## config.mk

```make
export PLATFORM = sky130hd
export DESIGN_NAME = block_pixel_pipeline
export DESIGN_NICKNAME = d
export VERILOG_FILES = /design/src/rtl/template_pkg.sv /design/src/rtl/block_template_rom.sv /design/src/rtl/block_pixel_pipeline.sv
export SDC_FILE = /design/constraint.sdc
export NUM_CORES = 1
export LEC_CHECK = 0
export ABC_AREA = 1
export CORE_MARGIN = 4
export CORE_UTILIZATION = 55
export CTS_BUF_LIST = sky130_fd_sc_hd__clkbuf_2
export DETAILED_ROUTE_END_ITERATION = 8
export GPL_ROUTABILITY_DRIVEN = 1
export PLACE_DENSITY = 0.89
export SYNTH_ARGS = -nofsm -noshare
export SYNTH_HDL_FRONTEND = slang
export SYNTH_SLANG_ARGS = --single-unit
```

## constraint.sdc

```tcl
create_clock -name Clk -period 1.6 [get_ports Clk]
set_input_delay 0.32 -clock Clk [delete_from_list [all_inputs] [get_ports Clk]]
set_output_delay 0.32 -clock Clk [all_outputs]
set_load 0.02 [all_outputs]
```

## src/rtl/template_pkg.sv

```systemverilog
// Shared types and the block-template artwork used by the block pixel pipeline.
package template_pkg;

  typedef enum logic [1:0] {
    BLACK = 2'd0,
    DARK  = 2'd1,
    LIGHT = 2'd2,
    WHITE = 2'd3
  } template_t;

  // Number of distinct block artworks before the GAMEOVER pattern region.
  localparam int GAMEOVER_REGION = 3;

  typedef enum logic [1:0] {CUR_IDLE, CUR_WIPE, CUR_DONE} curtain_state_t;
  typedef enum logic {FL_IDLE, FL_FLASH} flash_state_t;
  typedef enum logic [1:0] {SEL_ROM, SEL_FLASH, SEL_BLACK} pixel_sel_t;

  // Colour index of one template pixel; regions beyond the artwork set repeat it.
  function automatic int template_pixel(int region, int go_region, int x, int y, int last);
    int  v = 0;
    bit  on_border = (x == 0) || (y == 0) || (x == last) || (y == last);
    if (region == go_region) begin
      v = ((((x >> 2) ^ (y >> 2)) & 1) == 1) ? 2 : 1;
    end else begin
      case (template_t'((region % GAMEOVER_REGION) + 1))
        DARK:    v = on_border ? 1 : 2;
        LIGHT:   v = (x == 0 || y == 0) ? 3 : ((x == last || y == last) ? 1 : 2);
        WHITE:   v = on_border ? 2 : 3;
        default: v = 0;
      endcase
    end
    return v;
  endfunction

endpackage

```

## src/rtl/block_template_rom.sv

```systemverilog
// Synchronous-read template ROM: one word per block row, leftmost pixel in the MSB slice.
module block_template_rom
  import template_pkg::*;
#(
  parameter int BLOCK_PX    = 16,
  parameter int IDX_W       = 2,
  parameter int N_TEMPLATES = 4
) (
  input  logic                                       Clk,
  input  logic [$clog2(N_TEMPLATES*BLOCK_PX)-1:0]    addr,
  output logic [BLOCK_PX*IDX_W-1:0]                  rd_data
);

  localparam int WORD_W = BLOCK_PX * IDX_W;
  localparam int DEPTH  = N_TEMPLATES * BLOCK_PX;

  function automatic logic [WORD_W-1:0] init_word(int a);
    logic [WORD_W-1:0] w = '0;
    for (int x = 0; x < BLOCK_PX; x++) begin
      w[(BLOCK_PX-1-x)*IDX_W +: IDX_W] =
        IDX_W'(template_pixel(a / BLOCK_PX, N_TEMPLATES - 1, x, a % BLOCK_PX, BLOCK_PX - 1));
    end
    return w;
  endfunction

  logic [WORD_W-1:0] rom [DEPTH];

  for (genvar a = 0; a < DEPTH; a++) begin : g_rom
    assign rom[a] = init_word(a);
  end

  // NOTE: the read register carries no reset; it holds constant-table data and a reset
  // would only block mapping onto block RAM / ROM primitives.
  always_ff @(posedge Clk) begin
    rd_data <= rom[addr];
  end

endmodule

```

## src/rtl/block_pixel_pipeline.sv

```systemverilog
// Two-stage block-pixel colour generator with line-clear flash and gameover curtain wipe.
module block_pixel_pipeline
  import template_pkg::*;
#(
  parameter int BLOCK_PX      = 16,
  parameter int IDX_W         = 2,
  parameter int N_TEMPLATES   = 4,
  parameter int BOARD_ROWS    = 20,
  parameter int WIPE_FRAMES   = 2,
  parameter int FLASH_FRAMES  = 4,
  parameter int FLASH_TOGGLES = 6
) (
  input  logic                            Clk,
  input  logic                            Reset,
  input  logic                            frame_start,
  input  logic                            in_valid,
  input  logic [$clog2(N_TEMPLATES)-1:0]  block_template,
  input  logic [$clog2(BLOCK_PX)-1:0]     pixel_x,
  input  logic [$clog2(BLOCK_PX)-1:0]     pixel_y,
  input  logic [$clog2(BOARD_ROWS)-1:0]   board_row,
  input  logic                            flash_row,
  input  logic                            flash_start,
  input  logic                            gameover_start,
  output logic                            out_valid,
  output logic [IDX_W-1:0]                color_index,
  output logic                            flash_active,
  output logic                            flash_done,
  output logic                            gameover_done
);

  localparam int TPL_W     = $clog2(N_TEMPLATES);
  localparam int PX_W      = $clog2(BLOCK_PX);
  localparam int ADDR_W    = $clog2(N_TEMPLATES * BLOCK_PX);
  localparam int WORD_W    = BLOCK_PX * IDX_W;
  localparam int ROW_W     = $clog2(BOARD_ROWS + 1);
  localparam int WCNT_W    = $clog2(WIPE_FRAMES + 1);
  localparam int FCNT_W    = $clog2(FLASH_FRAMES + 1);
  localparam int TCNT_W    = $clog2(FLASH_TOGGLES + 1);
  localparam int GO_REGION = N_TEMPLATES - 1;

  curtain_state_t    cur_state, cur_next;
  logic [ROW_W-1:0]  curtain_row, row_next;
  logic [WCNT_W-1:0] wipe_cnt, wcnt_next;
  flash_state_t      fl_state, fl_next;
  logic              flash_phase, phase_next, done_next, go_begin;
  logic [FCNT_W-1:0] flash_cnt, fcnt_next;
  logic [TCNT_W-1:0] toggle_cnt, tcnt_next;

  logic [TPL_W-1:0]  rom_region;
  logic [ADDR_W-1:0] rom_addr;
  logic [WORD_W-1:0] rom_data;
  pixel_sel_t        s0_sel, s1_sel;
  logic              s1_valid, curtain_hit;
  logic [PX_W-1:0]   s1_x;
  logic [IDX_W-1:0]  s2_index;

  assign flash_active  = (fl_state == FL_FLASH);
  assign gameover_done = (cur_state == CUR_DONE);
  assign curtain_hit   = (cur_state == CUR_DONE) || (ROW_W'(board_row) < curtain_row);

  // NOTE: every always_comb output gets a default before any branch, so no path can
  // leave a signal unassigned and infer a latch.
  always_comb begin
    s0_sel     = SEL_ROM;
    rom_region = TPL_W'(GO_REGION);
    if (curtain_hit) begin
      s0_sel = SEL_ROM;
    end else if (flash_active && flash_phase && flash_row) begin
      s0_sel = SEL_FLASH;
    end else if (block_template == '0) begin
      s0_sel = SEL_BLACK;
    end else begin
      rom_region = block_template - 1'b1;
    end
  end

  assign rom_addr = ADDR_W'(int'(rom_region) * BLOCK_PX + int'(pixel_y));

  block_template_rom #(
    .BLOCK_PX    (BLOCK_PX),
    .IDX_W       (IDX_W),
    .N_TEMPLATES (N_TEMPLATES)
  ) u_rom (
    .Clk     (Clk),
    .addr    (rom_addr),
    .rd_data (rom_data)
  );

  always_comb begin
    s2_index = rom_data[(BLOCK_PX - 1 - int'(s1_x)) * IDX_W +: IDX_W];
    if (s1_sel == SEL_FLASH)      s2_index = '1;
    else if (s1_sel == SEL_BLACK) s2_index = '0;
  end

  // NOTE: sequential state uses non-blocking assignments so every register samples
  // the pre-edge values, independent of statement order.
  always_ff @(posedge Clk) begin
    if (Reset) begin
      s1_valid    <= 1'b0;
      s1_sel      <= SEL_BLACK;
      s1_x        <= '0;
      out_valid   <= 1'b0;
      color_index <= '0;
    end else begin
      s1_valid  <= in_valid;
      s1_sel    <= s0_sel;
      s1_x      <= pixel_x;
      out_valid <= s1_valid;
      if (s1_valid) color_index <= s2_index;
    end
  end

  always_comb begin
    cur_next   = cur_state;
    row_next   = curtain_row;
    wcnt_next  = wipe_cnt;
    fl_next    = fl_state;
    phase_next = flash_phase;
    fcnt_next  = flash_cnt;
    tcnt_next  = toggle_cnt;
    done_next  = 1'b0;
    go_begin   = (cur_state == CUR_IDLE) && gameover_start;

    unique case (cur_state)
      CUR_IDLE: if (gameover_start) begin
        cur_next  = CUR_WIPE;
        row_next  = '0;
        wcnt_next = '0;
      end
      CUR_WIPE: if (frame_start) begin
        if (wipe_cnt == WCNT_W'(WIPE_FRAMES - 1)) begin
          wcnt_next = '0;
          row_next  = curtain_row + 1'b1;
          if (curtain_row == ROW_W'(BOARD_ROWS - 1)) cur_next = CUR_DONE;
        end else begin
          wcnt_next = wipe_cnt + 1'b1;
        end
      end
      default: ;
    endcase

    // A curtain starting this cycle takes precedence over any flash activity.
    unique case (fl_state)
      FL_IDLE: if (flash_start && (cur_state == CUR_IDLE) && !gameover_start) begin
        fl_next    = FL_FLASH;
        phase_next = 1'b1;
        fcnt_next  = '0;
        tcnt_next  = '0;
      end
      FL_FLASH: if (go_begin) begin
        fl_next    = FL_IDLE;
        phase_next = 1'b0;
        fcnt_next  = '0;
        tcnt_next  = '0;
        done_next  = 1'b1;
      end else if (frame_start) begin
        if (flash_cnt == FCNT_W'(FLASH_FRAMES - 1)) begin
          fcnt_next  = '0;
          phase_next = ~flash_phase;
          if (toggle_cnt == TCNT_W'(FLASH_TOGGLES - 1)) begin
            fl_next    = FL_IDLE;
            phase_next = 1'b0;
            tcnt_next  = '0;
            done_next  = 1'b1;
          end else begin
            tcnt_next = toggle_cnt + 1'b1;
          end
        end else begin
          fcnt_next = flash_cnt + 1'b1;
        end
      end
    endcase
  end

  always_ff @(posedge Clk) begin
    if (Reset) begin
      cur_state   <= CUR_IDLE;
      curtain_row <= '0;
      wipe_cnt    <= '0;
      fl_state    <= FL_IDLE;
      flash_phase <= 1'b0;
      flash_cnt   <= '0;
      toggle_cnt  <= '0;
      flash_done  <= 1'b0;
    end else begin
      cur_state   <= cur_next;
      curtain_row <= row_next;
      wipe_cnt    <= wcnt_next;
      fl_state    <= fl_next;
      flash_phase <= phase_next;
      flash_cnt   <= fcnt_next;
      toggle_cnt  <= tcnt_next;
      flash_done  <= done_next;
    end
  end

endmodule

```

==> implementation parameters, run 1 <==
Parameter                              Value

Logic synthesis
  Yosys synthesis warning count    0
  Synth top area cells    dfxtp_1 40%, nand2_1 11%, inv_1 8.0%
  Largest area contributor in the synthesized netlist    dfxtp_1
  Cell area after synthesis    1820 um^2
  Total nets after synthesis    285
  Gate count of the mapped netlist    256
  Cell with the most instances after synthesis    nand2_1
  Number of synthesized flops with an enable pin    0
  Cell types with the highest counts after synthesis    51 x nand2_1, 39 x inv_1, 36 x dfxtp_1
  Post-Syn Area per Cell    7.12 um^2
  Share of flip-flops with an asynchronous set or reset    0%
  Area fraction of the dominant cell type after synthesis    39.5%
  Primary FF master, synth    dfxtp_1
  Number of different library cells in the post-synthesis netlist    25
  Fraction of the yosys area taken by sequential cells    39.5%
  Post-synthesis sequential element count    36

Detailed routing
  Top Layer Used    met4
  1st-pass router iterations    4
  Count of vias placed by the detailed router    1766
  Initial detailed-routing violation count    127
  DRC violation count after routing    0
  Detail Route met2 WL    2150 um
  WL met3    154 um
  Post-DRT Antenna Nets    0
  Post-DR vias/cell    5.07
  Routed Wire Length    4150 um
  Routed length on met1    1810 um
  Detailed-route wire length per cell    11.9 um

Min path
  Number of stages on the worst hold path    3
  Endpoint of the worst hold path    s1_x[0]$_SDFF_PP0_
  Tightest Hold Check Type    primary input to flip-flop
  Worst Min Path Start    pixel_x[0]

Pwr
  Design internal power    1.39 mW
  Part of the total power dissipated in combinational logic    19.2%
  Relative contribution of the clock network to total power    30.0%
  Worst ir drop on vdd    0.000590 V
  Reported net switching power    0.570 mW
  Static Leak    1.11 nW
  Proportion of power drawn by flip-flops and latches    50.8%
  Power per cell area    827 nW/um^2
  Switching Share    29.1%
  Post-layout power    1.96 mW

Clock tree
  Clk_lat worst skew    0.39 ns
  Clock buffers created by TritonCTS    5
  TritonCTS sink count    36
  # hold bufs at CTS    0
  Deepest level of the CTS H-tree    2
  Clk slew on worst S/H paths    0.21 ns
  Deepest clock path buffer count    2
  CTS tree    yes
  Clk Tree Root Cell    clkbuf_2

Die
  Area of the core    3100 um^2
  Die height    65.6 um
  Std-Cell Rows    20
  Number of top-level pins    28
  Die Width    65.6 um
  Initial Util    58.7%
  Floorplan die area    4300 um^2

Placement
  Dpl cell area    2260 um^2
  Post-Place Worst Slack    -0.362 ns
  Post-placement cell count    340
  PortBufs    27
  Final HPWL DP    2910 um
  Placer's final routability congestion estimate    0.876

Timing
  Max-slew violation count    0
  Hold slack final    0.432 ns
  Final hold viol count    0
  Slew @ Worst Pin    0.320 ns
  Final period utilization    99.0%
  Final setup TNS    0 ns
  Final number of setup-violating endpoints    0
  Max-Slew Margin vs Limit    78.6%
  Largest clock skew in the final design    0.0218 ns
  Worst Setup Slack, final    0.0159 ns
  Maximum frequency from static timing analysis    0.631 GHz
  Final worst path period need    1.58 ns

Worst setup path
  Endpoint required time on the critical path    1.91 ns
  Top fanout value on the critical path    4
  Critical path startpoint category    flip-flop
  Delay contributed by the slowest stage of the critical path    0.37 ns
  Critical Path AT    1.90 ns
  Top cell by count, worst path    nand2_1
  Standard cell with the maximum stage delay on the critical path    dfxtp_2
  Slack of the worst reg-to-reg path    0.02 ns
  End of the worst register-to-register path    u_rom.rd_data[23]$_DFF_P_
  Start of the worst register-to-register path    curtain_row[4]$_SDFFE_PP0P_
  Critical path capture point type    flip-flop
  Worst Setup Path Type    flip-flop to flip-flop
  Depth of the worst register-to-register path    11
  Crit path cell chain    inv_1 -> ha_4 -> nand2_1 -> nor2_1 -> nand2_1 -> nand3_4 -> nand3_4 -> inv_1 -> nand2_1 -> nand2_1 -> nand2_1

GRT
  First-pass GRT wire length    6730 um
  Largest net degree at the start of global routing    16
  Via count of the first global-routing pass    1742
  Global routing usage summed across all routing layers    19.5%
  Congestion Overflow GR    0
  Initial antenna violation count    0

Finish
  Final cell count without fillers    348
  Fraction of layout cells with a size suffix above 1    18.4%
  Post-route design area    2370 um^2
  Final design utilization    76.3%
  Final nets    332
  Number of antenna diodes    0
  P&R area growth vs syn    29.8%

Job
  Max-cap viol count    0

Outcome
  Outcome    complete, no violations
## worst max path at each step
stage	start	endpoint	cells past startpoint
2_1_floorplan	curtain_row[2]$_SDFFE_PP0P_	u_rom.rd_data[23]$_DFF_P_	11
3_3_place_gp	board_row[4]	u_rom.rd_data[23]$_DFF_P_	11
3_5_place_dp	board_row[4]	u_rom.rd_data[23]$_DFF_P_	11
4_1_cts	curtain_row[4]$_SDFFE_PP0P_	u_rom.rd_data[23]$_DFF_P_	11
5_1_grt	curtain_row[4]$_SDFFE_PP0P_	u_rom.rd_data[23]$_DFF_P_	11
6_report	curtain_row[4]$_SDFFE_PP0P_	u_rom.rd_data[23]$_DFF_P_	11
## registers in the layout, indices dropped and copies added, names as in the netlist, 2 cells and up
register,flops
flash_cnt,3
toggle_cnt,3
color_index,2
s1_x,4
u_rom.rd_data,8
cur_state,2
curtain_row,5
s1_sel,2
wipe_cnt,2
## power groups by stage
stage,logic [mW],clock network [mW],registers [mW]
6_report,0.375,0.587,0.994
5_1_grt,0.420,0.649,1.00
4_1_cts,0.355,0.590,0.993
3_5_place_dp,0.356,0,1.01
3_3_place_gp,0.348,0,1.01
2_1_floorplan,0.215,0,1.01
## per-layer routing
layer  vias to the layer above  global-route usage [%]
met1                       811                    21.6
li1                        909                       -
met5                         -                       0
met4                         0                    7.77
met3                         8                    4.10
met2                        38                    36.0
## cells in the final DEF, fill, tap and decap left out, types with 7 or more instances in the layout
master,count
nand2_1,51
inv_1,39
dfxtp_1,33
nor2_1,27
nand3_1,24
clkdlybuf4s50_1,21
buf_4,16
a21oi_1,14
o21ai_0,9
nor3_1,7
## critical path, delay by kind of cell (launching register included)
family                     cells  cell delay, ns
DFF                            1            0.37
buffers and inverters          2            0.17
adders and majority gates      1            0.28
and+or+nand+nor                8            0.71
## final cells by class
type                    instances  area [um^2]
flip-flops and latches         36          724
multi-input cells             174          978
repair buffers                 43          379
clock buffers                   5         25.0
fillers                       255          737
clock inverters                 3         42.5
inverters                      43          161
well taps                      44         55.1
## timing repair
action / 4_1_cts / 5_1_grt
pin swaps: 0 / 1
resized for setup: 9 / 11
setup endpoints to repair: 6 / 10
buffers inserted: 0 / 0
## cells by family after synthesis
| family | after synthesis | synth area share [%] |
|---|---|---|
| compound gates | 32 | 9.40 |
| fa+ha+maj | 7 | 4.80 |
| buf+inv | 46 | 9.54 |
| flops | 36 | 39.5 |
| simple gates | 135 | 36.7 |
(Power assumes the default switching activity.)
==> inputs of run 2 (changes only) <==
--- a/config.mk
+++ b/config.mk
@@ -6,12 +6,13 @@
 export NUM_CORES = 1
 export LEC_CHECK = 0
 export ABC_AREA = 1
+export CORE_ASPECT_RATIO = 1.75
 export CORE_MARGIN = 4
-export CORE_UTILIZATION = 55
-export CTS_BUF_LIST = sky130_fd_sc_hd__clkbuf_2
+export CORE_UTILIZATION = 53
 export DETAILED_ROUTE_END_ITERATION = 8
 export GPL_ROUTABILITY_DRIVEN = 1
-export PLACE_DENSITY = 0.89
+export GPL_TIMING_DRIVEN = 0
+export PLACE_DENSITY = 0.87
 export SYNTH_ARGS = -nofsm -noshare
 export SYNTH_HDL_FRONTEND = slang
 export SYNTH_SLANG_ARGS = --single-unit
==> run 2 against run 1 <==
Compared with the run above:
- worst hold slack worse by 0.035 ns
- global-route usage rose by 1.1 points
- clock power increased by 33%
- cell count decreased by 4.0%
- die area rose by 4.2%
- count of clock-buffer cells in the layout unchanged
- largest cell class unchanged
- via count is 3.3% lower
- power is 9.5% higher
- utilization fell by 3.8 points
==> implementation parameters, run 2 (synthesis gave the netlist of run 1 again) <==
Parameter                              Value

Finish
  Final design utilization    72.5% (-3.8 points)
  Commonest non-fill, non-tap cells in the layout    50 x nand2_1, 35 x inv_1, 33 x dfxtp_1
  FF+latch area    729 um^2 (+0.69%)
  Multi-input combinational cell area    1010 um^2 (+2.8%)
  Fraction of layout cells with a size suffix above 1    16.8% (-1.6 points)
  Largest register FFs    8 (unchanged)
  Final cell count without fillers    334 (-4.0%)
  Number of antenna diodes    0 (unchanged)
  Largest register by flop count    u_rom.rd_data
  P&R area growth vs syn    28.9%
  Registers with the most flip-flops    u_rom.rd_data: 8 flops, curtain_row: 5 flops, s1_x: 4 flops
  Filler instances    253 (-0.78%)
  Final nets    319 (-3.9%)
  Commonest non-fill, non-tap cell in the layout    nand2_1

Die
  Die height    85.6 um (+31%)
  Die Width    52.3 um (-20%)
  Initial Util    56.2% (-2.5 points)
  Area of the core    3240 um^2 (+4.5%)
  Floorplan die area    4480 um^2 (+4.2%)
  Number of top-level pins    28 (unchanged)
  Std-Cell Rows    27 (+35%)

Clock tree
  # hold bufs at CTS    0 (unchanged)
  CTS tree    yes
  Deepest level of the CTS H-tree    2 (unchanged)
  TritonCTS sink count    36 (unchanged)
  Deepest clock path buffer count    2 (unchanged)
  Clk slew on worst S/H paths    0.07 ns (-0.14 ns)
  Clk Tree Root Cell    clkbuf_8
  Clk_lat worst skew    0.29 ns (-0.10 ns)
  Clock buffers created by TritonCTS    5 (unchanged)

Min path
  Tightest Hold Check Type    primary input to flip-flop

GRT
  M1 GR Usage    20.4% (-1.2 points)
  M3 GR Usage    3.65% (-0.45 points)
  Congestion Overflow GR    0 (unchanged)
  Via count of the first global-routing pass    1726 (-0.92%)
  Largest net degree at the start of global routing    13 (-3)
  First-pass GRT wire length    7060 um (+4.9%)
  Global route hottest layer    met2
  Global routing usage summed across all routing layers    20.7% (+1.1 points)
  Initial antenna violation count    0 (unchanged)
  GRT met2 Usage    39.5% (+3.4 points)

Timing
  Max-Slew Margin vs Limit    66.8% (-12 points)
  Final setup TNS    0 ns (unchanged)
  Final hold viol count    0 (unchanged)
  Max-slew violation count    0 (unchanged)
  Maximum frequency from static timing analysis    0.644 GHz (+2.0%)
  Largest clock skew in the final design    0.00617 ns (-0.0156 ns)
  Slew @ Worst Pin    0.498 ns (+0.178 ns)
  Final worst path period need    1.55 ns (-0.0305 ns)
  Final number of setup-violating endpoints    0 (unchanged)
  Final period utilization    97.1% (-1.9 points)

Worst setup path
  Standard cell with the maximum stage delay on the critical path    clkdlybuf4s50_1
  Delay contributed by the slowest stage of the critical path    0.61 ns (+0.24 ns)
  Worst Setup Path Type    flip-flop to output pin
  Critical Path AT    1.23 ns (-0.67 ns)
  Crit path cell chain    clkdlybuf4s50_1
  Critical path capture point type    output pin
  Critical path startpoint category    flip-flop
  Endpoint required time on the critical path    1.28 ns (-0.63 ns)
  Count of buffering cells on the critical path with inverters included    1 (-1)
  Top fanout value on the critical path    2 (-2)
  Crit path max-delay family    buffers and inverters

Job
  Max-cap viol count    0 (unchanged)

Detailed routing
  Detailed-route wire length per cell    13.3 um (+11%)
  1st-pass router iterations    4 (unchanged)
  Post-DRT Antenna Nets    0 (unchanged)
  DRC violation count after routing    0 (unchanged)
  Count of vias placed by the detailed router    1708 (-3.3%)
  Routed Wire Length    4440 um (+6.9%)
  Post-DR vias/cell    5.11 (+0.77%)
  Initial detailed-routing violation count    62 (-51%)

Placement
  Placer's final routability congestion estimate    0.832 (-5.0%)
  PortBufs    26 (-3.7%)
  Final HPWL DP    3100 um (+6.5%)
  Post-placement cell count    325 (-4.4%)

Pwr
  Power per cell area    912 nW/um^2 (+10%)
  Worst ir drop on vdd    0.000806 V (+37%)
  Static Leak    1.07 nW (-4.2%)

Outcome
  Outcome    complete, no violations
run 2: cell count changes in the layout (fill, tap and decap cells not counted), sizes merged:
cell           previous run  this run
buf                      17         2
clkbuf                    5         7
clkdlybuf4s15             0         1
dlygate4sd2               5         1
dlymetal6s2s              0         3
run 2: path summary, 6_finish.rpt:
check | start | to | slack (ns) | cells past startpoint
worst max-delay path | color_index[1]$_SDFFE_PP0P_ | color_index[1] | 0.05 | 1
worst min-delay path | Reset | toggle_cnt[1]$_SDFFE_PP0P_ | 0.40 | 2
worst min register to register | wipe_cnt[1]$_SDFFE_PP0P_ | wipe_cnt[1]$_SDFFE_PP0P_ | 0.43 | 2
worst max register to register | curtain_row[4]$_SDFFE_PP0P_ | u_rom.rd_data[1]$_DFF_P_ | 0.08 | 10
run 2: report_power, final:
group          internal (mW)  leakage (nW)  total (mW)  switching [mW]
Sequential             0.955         0.299       0.994          0.0398
Combinational          0.153         0.713       0.367           0.213
Clock                  0.461        0.0541       0.782           0.321
Total                   1.57          1.07        2.14           0.574
run 2: metal layers:
metal | up-vias | wire (um)
met3 | 14 | 136
met4 | 0 | 130
li1 | 885 | -
met5 | - | 0
met2 | 33 | 2560
met1 | 776 | 1610
run 2: cell type report:
| type | instances | share of cell area, % |
|---|---|---|
| buffer | 3 | 0.532 |
| clock buffer | 5 | 2.93 |
| clock inverter | 3 | 1.81 |
| inverter | 43 | 6.87 |
| multi-input combinational | 174 | 42.8 |
| sequential | 36 | 31.0 |
| tap | 43 | 2.29 |
| timing repair buffer | 27 | 11.7 |
run 2: timing repair:
action                     4_1_cts  5_1_grt
resized for setup                7       20
buffers inserted                 0        1
pin swaps                        0        2
setup endpoints to repair        8        9
cloned                           0        0
run 2: worst reg2reg max path, cell delays in order (launching register included):
cell     delay, ns
dfxtp_2       0.37
inv_2         0.08
ha_4          0.28
nand2_1       0.06
nor2_1        0.10
nand2_1       0.10
nand3_4       0.11
nand2_1       0.11
nor2_2        0.11
nand3_1       0.09
nand2_1       0.07
run 2: metrics by stage:
step | setup slack, ns | hold WS (ns) | total power, mW | area, um^2
floorplan | 0.163 | 0.409 | 1.23 | 1820
global placement | -0.303 | 0.416 | 1.34 | 2140
detailed placement | -0.323 | 0.418 | 1.35 | 2140
CTS | 0.0149 | 0.398 | 2.13 | 2260
global route | -0.0100 | 0.423 | 2.25 | 2350
finish | 0.0464 | 0.396 | 2.14 | 2350
==> inputs of run 3 (changes only) <==
--- a/config.mk
+++ b/config.mk
@@ -5,14 +5,13 @@
 export SDC_FILE = /design/constraint.sdc
 export NUM_CORES = 1
 export LEC_CHECK = 0
-export ABC_AREA = 1
 export CORE_ASPECT_RATIO = 1.75
 export CORE_MARGIN = 4
-export CORE_UTILIZATION = 53
+export CORE_UTILIZATION = 35
 export DETAILED_ROUTE_END_ITERATION = 8
 export GPL_ROUTABILITY_DRIVEN = 1
 export GPL_TIMING_DRIVEN = 0
-export PLACE_DENSITY = 0.87
+export PLACE_DENSITY_LB_ADDON = 0.12
 export SYNTH_ARGS = -nofsm -noshare
 export SYNTH_HDL_FRONTEND = slang
 export SYNTH_SLANG_ARGS = --single-unit
==> run 3 against run 2 <==
Compared with the run above:
- setup slack worse by 0.16 ns
- the flow now finishes with violations (negative setup slack)
- clock power is 20% lower
- via count is 4.9% lower
- fmax is 9.6% lower
- global-route usage is 7.2 points lower
- sequential power is 1% lower
- sequential share of layout area is 3.5 points lower
- cell count is 7.5% lower
- flip-flop and latch count stayed put
- register-to-register slack worse by 0.20 ns
- critical endpoint is now u_rom.rd_data[0]$_SDFF_PP1_
- synthesized cell count is 20% lower
- highest routed layer unchanged
==> implementation parameters, run 3 <==
Parameter                              Value

Logic synthesis
  Cell with the most instances after synthesis    dfxtp_1
  Largest area contributor in the synthesized netlist    dfxtp_1
  Primary FF master, synth    dfxtp_1
  Post-Syn Area per Cell    8.80 um^2 (+24%)
  Post-synthesis sequential element count    36 (unchanged)
  Cell area after synthesis    1800 um^2 (-1.0%)
  Fraction of the yosys area taken by sequential cells    39.9% (+0.41 points)
  Number of synthesized flops with an enable pin    0 (unchanged)
  Cell types with the highest counts after synthesis    36 x dfxtp_1, 22 x nor2_1, 17 x nand2_1
  Yosys synthesis warning count    0 (unchanged)
  Total nets after synthesis    234 (-18%)
  Share of flip-flops with an asynchronous set or reset    0% (unchanged)
  Synth top area cells    dfxtp_1 40%, ha_1 4.9%, nor2_1 4.6%
  Gate count of the mapped netlist    205 (-20%)
  Area fraction of the dominant cell type after synthesis    39.9% (+0.41 points)
  Number of different library cells in the post-synthesis netlist    49 (+96%)

Timing
  Worst Setup Slack, final    -0.118 ns (-0.165 ns)
  Final setup TNS    -0.572 ns (-0.572 ns)
  Slew @ Worst Pin    0.557 ns (+0.0595 ns)
  Final period utilization    107% (+10 points)
  Maximum frequency from static timing analysis    0.582 GHz (-9.6%)
  Unrepaired setup endpoints after global routing    yes
  Max-slew violation count    0 (unchanged)
  Final worst path period need    1.72 ns (+0.165 ns)
  Hold slack final    0.397 ns (+0.000538 ns)
  Largest clock skew in the final design    0.00530 ns (-0.000870 ns)
  Final hold viol count    0 (unchanged)
  Final number of setup-violating endpoints    7 (+7)
  Max-Slew Margin vs Limit    62.8% (-4.0 points)

Die
  Initial Util    36.2% (-20 points)
  Number of top-level pins    28 (unchanged)
  Die Width    62.3 um (+19%)
  Die height    103 um (+20%)
  Area of the core    4980 um^2 (+53%)
  Floorplan die area    6410 um^2 (+43%)
  Std-Cell Rows    34 (+26%)

Pwr
  Static Leak    1.08 nW (+1.3%)
  Power per cell area    774 nW/um^2 (-15%)
  Post-layout power    2.07 mW (-3.5%)
  Worst ir drop on vdd    0.000750 V (-6.9%)

Placement
  PortBufs    26 (unchanged)
  Placer's final routability congestion estimate    0.840 (+0.90%)
  Final HPWL DP    2950 um (-4.8%)
  Post-placement cell count    285 (-12%)

Min path
  Tightest Hold Check Type    primary input to flip-flop
  Number of stages on the worst hold path    2 (unchanged)
  Worst Min Path Start    Reset
  Endpoint of the worst hold path    out_valid$_SDFF_PP0_

Clock tree
  TritonCTS sink count    36 (unchanged)
  CTS tree    yes
  Clk slew on worst S/H paths    0.07 ns (about the same)
  Clk Tree Root Cell    clkbuf_8
  Deepest level of the CTS H-tree    2 (unchanged)
  Deepest clock path buffer count    2 (unchanged)
  Clock buffers created by TritonCTS    5 (unchanged)
  Clk_lat worst skew    0.28 ns (about the same)

Finish
  Largest register by flop count    u_rom.rd_data
  FF+latch area    737 um^2 (+1.0%)
  Multi-input combinational cell area    1300 um^2 (+30%)
  Fraction of layout cells with a size suffix above 1    34.1% (+17 points)
  Final cell count without fillers    309 (-7.5%)
  Commonest non-fill, non-tap cells in the layout    27 x dfxtp_1, 21 x nor2_1, 16 x clkdlybuf4s50_1
  Final nets    283 (-11%)
  Commonest non-fill, non-tap cell in the layout    dfxtp_1
  Number of antenna diodes    0 (unchanged)
  Filler instances    492 (+94%)
  P&R area growth vs syn    48.1%
  Final design utilization    53.7% (-19 points)
  Largest register FFs    8 (unchanged)
  Registers with the most flip-flops    u_rom.rd_data: 8 flops, curtain_row: 5 flops, s1_x: 4 flops

Worst setup path
  Endpoint required time on the critical path    1.77 ns (+0.49 ns)
  Critical path startpoint category    flip-flop
  Depth of the worst register-to-register path    7 (-3)
  Top fanout value on the critical path    5 (+3)
  Standard cell with the maximum stage delay on the critical path    dfxtp_2
  End of the worst register-to-register path    u_rom.rd_data[0]$_SDFF_PP1_
  Crit path cell chain    inv_2 -> ha_4 -> nand2_4 -> o211a_4 -> nor3_4 -> nor2b_1 -> or2_4
  Critical path capture point type    flip-flop
  Delay contributed by the slowest stage of the critical path    0.34 ns (-0.27 ns)
  Critical Path AT    1.89 ns (+0.66 ns)
  Worst Setup Path Type    flip-flop to flip-flop
  Slack of the worst reg-to-reg path    -0.12 ns (-0.20 ns)
  Start of the worst register-to-register path    curtain_row[2]$_SDFFE_PP0P_

Job
  Max-cap viol count    0 (unchanged)

GRT
  Initial antenna violation count    0 (unchanged)
  Global routing usage summed across all routing layers    13.4% (-7.2 points)
  Congestion Overflow GR    0 (unchanged)
  First-pass GRT wire length    7050 um (about the same)
  Via count of the first global-routing pass    1622 (-6.0%)
  Largest net degree at the start of global routing    12 (-1)

Detailed routing
  Count of vias placed by the detailed router    1625 (-4.9%)
  1st-pass router iterations    4 (unchanged)
  Post-DRT Antenna Nets    0 (unchanged)
  DRC violation count after routing    0 (unchanged)
  Initial detailed-routing violation count    34 (-45%)
  Routed Wire Length    4160 um (-6.4%)
  Post-DR vias/cell    5.26 (+2.8%)
  Detailed-route wire length per cell    13.4 um (+1.2%)

Outcome
  Outcome    complete, but fails checks
  Violations in the final reports    negative setup slack
-- run 3: changes by cell type in the layout (fill, tap and decap cells not counted), moves of 8 or more --
cell     delta
nand3_1    -22
buf_4      +11
mux2i_1     +8
a21oi_1     -9
inv_1      -28
nor2b_1     +9
nand2_1    -36
-- run 3: cells by family after synthesis --
kind of cell / share of synthesized area, %
XOR/XNOR: 1.46
buffers and inverters: 4.23
AO/OA/AOI/OAI: 14.0
adder cells (fa/ha/maj): 5.96
multiplexers: 6.31
AND/OR/NAND/NOR: 28.1
flip-flops: 39.9
-- run 3: worst max-delay path by stage --
stage | slack (ns) | to | from
6_report | -0.12 | u_rom.rd_data[0]$_SDFF_PP1_ | curtain_row[2]$_SDFFE_PP0P_
5_1_grt | -0.20 | u_rom.rd_data[22]$_DFF_P_ | curtain_row[4]$_SDFFE_PP0P_
4_1_cts | -0.20 | u_rom.rd_data[22]$_DFF_P_ | curtain_row[2]$_SDFFE_PP0P_
3_5_place_dp | -0.69 | u_rom.rd_data[0]$_SDFF_PP1_ | block_template[0]
3_3_place_gp | -0.70 | u_rom.rd_data[0]$_SDFF_PP1_ | block_template[0]
2_1_floorplan | -0.03 | u_rom.rd_data[1]$_DFF_P_ | curtain_row[2]$_SDFFE_PP0P_
-- run 3: area by class of cell --
type | instances | area share [%]
Tap cell | 54 | 2.53
Buffer | 4 | 0.562
Clock inverter | 1 | 0.328
Multi-Input combinational cell | 151 | 48.8
Timing Repair Buffer | 44 | 15.6
Clock buffer | 7 | 2.86
Inverter | 12 | 1.69
Sequential cell | 36 | 27.6
-- run 3: worst max-delay path, delay by kind of cell (launching register included) --
family,cells,cell delay [ns]
adders and majority gates,1,0.27
buffers and inverters,1,0.05
and+or+nand+nor,4,0.69
AOI/OAI and AO/OA,1,0.27
DFF,1,0.34
-- run 3: power by group --
| group | internal, mW | switching [mW] | total [mW] |
|---|---|---|---|
| sequential | 0.947 | 0.0335 | 0.981 |
| combinational | 0.251 | 0.212 | 0.464 |
| clock | 0.311 | 0.312 | 0.622 |
| total | 1.51 | 0.558 | 2.07 |
-- run 3: per-stage QoR --
step | setup slack (ns) | instance area (um^2)
5_1_grt | -0.203 | 2670
6_report | -0.118 | 2670
3_5_place_dp | -0.687 | 2220
3_3_place_gp | -0.698 | 2220
4_1_cts | -0.197 | 2520
2_1_floorplan | -0.0315 | 1900
-- run 3: routing by layer --
metal	track usage (%)	up-vias	part of all wire, %
li1	-	828	-
met5	0	-	0
met4	6.70	0	2.0
met1	13.7	762	39
met3	2.62	7	3.4
met2	25.7	28	56
-- run 3: repair_timing --
item                                    4_1_cts  5_1_grt
hold buffers                                  0        0
endpoints found under the setup margin       25       18
pin swaps                                    20       20
resized for setup                            45       31
buffers inserted                             13        5
